File: config.mk
export PLATFORM = sky130hd
export DESIGN_NAME = uart_tx_fifo
export DESIGN_NICKNAME = d
export VERILOG_FILES = /design/src/rtl/uart_tx_fifo.sv
export SDC_FILE = /design/constraint.sdc
export NUM_CORES = 1
export LEC_CHECK = 0
export CELL_PAD_IN_SITES_DETAIL_PLACEMENT = 1
export CELL_PAD_IN_SITES_GLOBAL_PLACEMENT = 1
export CORE_MARGIN = 2
export CORE_UTILIZATION = 47
export DETAILED_ROUTE_END_ITERATION = 6
export MAX_ROUTING_LAYER = met4
export PLACE_DENSITY = 0.86
export SKIP_CTS_REPAIR_TIMING = 1
export SYNTH_ARGS = -nofsm -noshare
export SYNTH_HDL_FRONTEND = slang
export SYNTH_SLANG_ARGS = --single-unit
File: constraint.sdc
create_clock -name clk -period 3.6 [get_ports clk]
set_clock_uncertainty 0.15 [all_clocks]
set_input_delay 1.08 -clock clk [delete_from_list [all_inputs] [get_ports clk]]
set_output_delay 1.08 -clock clk [all_outputs]
set_load 0.02 [all_outputs]
File: src/rtl/uart_tx_fifo.sv
// UART transmitter with an integrated circular transmit FIFO.
// Single clock domain; the baud rate comes from a per-bit cycle counter, not a divided clock.
//
// state  | meaning
// IDLE   | line high, waiting for the FIFO to hold a word
// START  | start bit, line low
// DATA   | data bits, LSB first, from the shift register
// PARITY | optional parity bit over the word as loaded
// STOP   | stop bit(s), line high; chains straight into START if data waits
module uart_tx_fifo #(
  parameter int CLKS_PER_BIT = 344,
  parameter int DATA_BITS    = 8,
  parameter int PARITY       = 0,
  parameter int STOP_BITS    = 1,
  parameter int FIFO_DEPTH   = 16
) (
  input  logic                        clk,
  input  logic                        rst,
  input  logic [DATA_BITS-1:0]        in_data,
  input  logic                        in_valid,
  output logic                        in_ready,
  output logic                        tx,
  output logic                        tx_busy,
  output logic [$clog2(FIFO_DEPTH):0] fifo_count
);

  localparam int AW       = $clog2(FIFO_DEPTH);
  localparam int CW       = AW + 1;
  localparam int BAUD_W   = $clog2(CLKS_PER_BIT);
  localparam int MAX_BITS = (DATA_BITS > STOP_BITS) ? DATA_BITS : STOP_BITS;
  localparam int BIT_W    = $clog2(MAX_BITS);

  typedef enum logic [2:0] {
    S_IDLE, S_START, S_DATA, S_PARITY, S_STOP
  } state_t;

  state_t               state, state_nxt;
  logic [DATA_BITS-1:0] mem [FIFO_DEPTH];
  logic [AW-1:0]        wr_ptr, rd_ptr;
  logic [CW-1:0]        count_nxt;
  logic [DATA_BITS-1:0] head, shift, shift_nxt;
  logic                 par_bit;
  logic [BAUD_W-1:0]    baud;
  logic [BIT_W-1:0]     bit_cnt;
  logic                 push, pop, fifo_empty;
  logic                 bit_end, last_data, last_stop;
  logic                 tx_nxt, busy_nxt;

  // Handshake and frame-timing decode from registered state.
  assign in_ready   = !rst && (fifo_count != CW'(FIFO_DEPTH));
  assign push       = in_valid && in_ready;
  assign fifo_empty = (fifo_count == '0);
  assign head       = mem[rd_ptr];
  assign bit_end    = (state != S_IDLE) && (baud == BAUD_W'(CLKS_PER_BIT - 1));
  assign last_data  = (bit_cnt == BIT_W'(DATA_BITS - 1));
  assign last_stop  = (bit_cnt == BIT_W'(STOP_BITS - 1));
  // Popping on the last stop cycle lets the next start bit follow with no idle gap.
  assign pop        = !fifo_empty &&
                      ((state == S_IDLE) || ((state == S_STOP) && bit_end && last_stop));

  // FSM state register.
  always_ff @(posedge clk) begin
    if (rst) state <= S_IDLE;
    else     state <= state_nxt;
  end

  // FSM next-state logic.
  always_comb begin
    state_nxt = state;
    case (state)
      S_IDLE:   if (!fifo_empty) state_nxt = S_START;
      S_START:  if (bit_end) state_nxt = S_DATA;
      S_DATA:   if (bit_end && last_data) state_nxt = (PARITY != 0) ? S_PARITY : S_STOP;
      S_PARITY: if (bit_end) state_nxt = S_STOP;
      S_STOP:   if (bit_end && last_stop) state_nxt = fifo_empty ? S_IDLE : S_START;
      default:  state_nxt = S_IDLE;
    endcase
  end

  // FSM outputs: line level and busy flag for the cycle after this edge.
  always_comb begin
    shift_nxt = shift;
    if (pop) shift_nxt = head;
    else if ((state == S_DATA) && bit_end) shift_nxt = shift >> 1;

    count_nxt = fifo_count;
    case ({push, pop})
      2'b10:   count_nxt = fifo_count + 1'b1;
      2'b01:   count_nxt = fifo_count - 1'b1;
      default: count_nxt = fifo_count;
    endcase

    tx_nxt = 1'b1;
    case (state_nxt)
      S_START:  tx_nxt = 1'b0;
      S_DATA:   tx_nxt = shift_nxt[0];
      S_PARITY: tx_nxt = par_bit;
      default:  tx_nxt = 1'b1;
    endcase

    busy_nxt = (state_nxt != S_IDLE) || (count_nxt != '0);
  end

  // Registered outputs; tx idles high and returns high on reset, truncating any frame.
  always_ff @(posedge clk) begin
    if (rst) begin
      tx      <= 1'b1;
      tx_busy <= 1'b0;
    end else begin
      tx      <= tx_nxt;
      tx_busy <= busy_nxt;
    end
  end

  // FIFO storage; contents need no reset since count gates every read.
  always_ff @(posedge clk) begin
    if (push) mem[wr_ptr] <= in_data;
  end

  // FIFO pointers and occupancy; pointers wrap naturally at the power-of-two depth.
  always_ff @(posedge clk) begin
    if (rst) begin
      wr_ptr     <= '0;
      rd_ptr     <= '0;
      fifo_count <= '0;
    end else begin
      if (push) wr_ptr <= wr_ptr + 1'b1;
      if (pop)  rd_ptr <= rd_ptr + 1'b1;
      fifo_count <= count_nxt;
    end
  end

  // Baud and bit counters, shift register and parity captured from the popped word.
  always_ff @(posedge clk) begin
    if (rst) begin
      baud    <= '0;
      bit_cnt <= '0;
      shift   <= '0;
      par_bit <= 1'b0;
    end else begin
      // Every state change happens at a bit end or out of IDLE, so this also clears on entry.
      baud  <= ((state == S_IDLE) || bit_end) ? '0 : baud + 1'b1;
      shift <= shift_nxt;
      if (state_nxt != state) bit_cnt <= '0;
      else if (bit_end)       bit_cnt <= bit_cnt + 1'b1;
      if (pop) par_bit <= (PARITY == 2) ? ~(^head) : (^head);
    end
  end

endmodule

==> results.md <==
* CP arrival at 3.47 ns
* H-tree Lvls at 4
* Crit-path cells: clkdlybuf4s50_1 > a21oi_2 > and2_1 > inv_1 > ha_1 > xor2_1 > ha_1 > nor3b_1 > a21oi_1 > o22ai_1 > nand2b_1 > a21oi_2 > xnor2_2 > a41oi_2
* CTS root buf: clkbuf_16
* Distinct cells, synth at 46
* Post-synth ARST share at 0
* Post-route clock period utilization at 0.926
* Syn Nets at 474
* #FFs+latches synth at approximately 170
* CP Max Fanout at 3
* Seq/Total Area, Yosys at 0.674
* Worst-Margin Slew at 0.740 ns
* Switch Pwr at roughly 1.7 mW
* Worst Hold Class: flip-flop to flip-flop
* Avg Vias per Cell at 5.62
* Commonest non-fill, non-tap cell in the layout: edfxtp_1
* Initial antenna violation count at 0
* Total Power at 5.65 mW
* # port buffers at 18
* CP Capture Type: flip-flop
* Max-cap check violation count at 0
* Predominant post-synthesis flop cell: edfxtp_1
* Pint at 3.95 mW
* Fmax at 300 MHz
* Layout Cells excl Fill at 689
* Total CTS buffers at 17
* Area of the mapped netlist at 0.00698 sq mm
* Ant diodes at 0
* Clock buffer depth at 2
* Final Net Count at just over 500
* Clock Pin Slew Worst Setup and Hold Paths at 0.06 ns
* Pwr dens at 698 mW/mm^2
* Outcome: complete, no violations
* I/O pins at 19
* CTS Sinks at 171
* Avg Inst Size Synth at 15.5 sq um
* Sw Share at 0.301
* Max rail drop VDD at 0.378 mV
* Crit Path Category: input port to flip-flop
* GPL Wtd Cong at 0.771
* Largest net degree at the start of global routing at 33
* GRT Util Overall at 0.211
* Detailed Routing Iterations Pass 1 at 4
* Clock network fraction of total power at 0.306
* Leakage at 2.69 nW
* DRC viols at 0
* Max-slew violation count at 0
* Drt wl/cell at 21.7 um
* EDFF count, synth at roughly 130
* P&R area growth vs syn at 15.7%
* Aggregate global routing overflow at 0
* Die H at 126 um
* Most frequent cells in the layout: edfxtp_1 (128), nor2_1 (52), dfxtp_1 (40), mux4_2 (32), buf_4 (27)
* Post-route minimum period at 3.33 ns
* Core Rows at 44
* Die Area at roughly 0.016 sq mm
* First-pass GRT wire length at approximately 24000 um
* Cells after Synth at 451
* Core footprint at 0.0145 sq mm
* DR iter-0 viols at 236
* Initial Util at 0.481
* Slowest-stage cell, CP: clkdlybuf4s50_1
* Vias at 3872
* Die X at 126 um
* Sequential power share at 0.425
* Gate power share at 0.269
* Vias in the first global route at 4242
* Critical path startpoint category: input port
* Share of layout cells above drive strength 1 at 0.204
* Max_slew headroom at 0.505
* Finish-stage setup viols at 0
* CP max stage delay at 0.44 ns
* Worst-skew pair later-pin latency at 0.43 ns
* Post-route ant nets at 0
* Synth warnings at 0
* Post-DP HPWL at 10000 um
* Critical Path RT at 3.74 ns
* Post-Place Cells at 657
* Final wirelength at 15000 um
* RSZ-0062 raised after global routing: no
* Final Hold Viols at 0
* TritonCTS clock tree: built
==> cell type report <==
type	instances	area (sq um)
fill	1384	6450
sequential	171	4710
multi-input combinational	250	2170
clock buffer	21	450
timing repair buffer	45	385
tap	184	230
clock inverter	11	113
inverter	7	26.3
==> cell families (layout without fill, tap and decap cells) <==
logic type / Yosys count / count (layout) / share of synthesized area
flip-flops: 171 / 171 / 0.674
adder cells (fa/ha/maj): 12 / 12 / 0.0215
multiplexers: 42 / 42 / 0.118
XOR/XNOR: 26 / 26 / 0.0326
AND/OR/NAND/NOR: 121 / 121 / 0.0865
buffers and inverters: 30 / 84 / 0.0201
AO/OA/AOI/OAI: 49 / 49 / 0.0482
==> state kept, by name, summed over array words and instances (netlist names), 3 cells and up, named ones only <==
register and cells:
baud 9, bit_cnt 3, mem 128, fifo_count 5
state 3, wr_ptr 4, rd_ptr 4, shift 8
==> through the flow <==
stage	setup WS (ns)	utilization	cell area, sq um	hold slack, ns	setup TNS (ns)
2_1_floorplan	0.0257	-	6990	0.292	0
3_3_place_gp	-0.0447	0.515	7490	0.316	-0.0492
3_5_place_dp	-0.196	0.515	7490	0.334	-0.355
4_1_cts	-0.0451	0.554	8050	0.346	-0.0451
5_1_grt	0.0211	0.556	8080	0.373	0
6_report	0.266	0.556	8080	0.336	0
==> power groups by stage <==
stage | logic, mW | clock network [mW] | registers [mW]
2_1_floorplan | 1.13 | 0 | 2.39
3_3_place_gp | 1.42 | 0 | 2.42
3_5_place_dp | 1.50 | 0 | 2.43
4_1_cts | 1.52 | 1.77 | 2.40
5_1_grt | 1.68 | 1.84 | 2.42
6_report | 1.52 | 1.73 | 2.40
==> per-layer routing <==
metal | track usage | share of wire | up-vias
met5 | - | 0 | -
met4 | 0.0640 | 0.013 | 0
met1 | 0.254 | 0.41 | 2003
met3 | 0.0446 | 0.040 | 13
li1 | - | - | 1787
met2 | 0.359 | 0.54 | 69
==> Yosys cell counts, drive strengths merged, types with 8 or more instances <==
cell    instances  share of area
nand2          23          0.012
dfxtp          43           0.12
clkbuf         11         0.0059
edfxtp        128           0.55
a211oi          8         0.0086
mux2i          10          0.014
mux4           32           0.10
a21oi          13         0.0093
buf            12          0.010
xnor2          14          0.018
xor2           12          0.015
ha             12          0.021
nor2           53          0.030
a22oi          17          0.018
==> critical path: cells and delay by family <==
family | cells | cell delay (ns)
AO/OA/AOI/OAI | 5 | 0.67
XOR/XNOR | 2 | 0.30
adder cells (fa/ha/maj) | 2 | 0.43
buffers and inverters | 2 | 0.50
AND/OR/NAND/NOR | 3 | 0.48
==> worst paths after layout <==
check / startpoint / endpoint / slack (ns) / cells past startpoint
max: rst / tx_busy / 0.27 / 14
min: baud[0] / baud[0] / 0.34 / 1
max reg2reg: baud[6] / tx_busy / 0.30 / 15
min reg2reg: baud[0] / baud[0] / 0.34 / 1
Note: power is estimated with default switching activity, not from simulation.
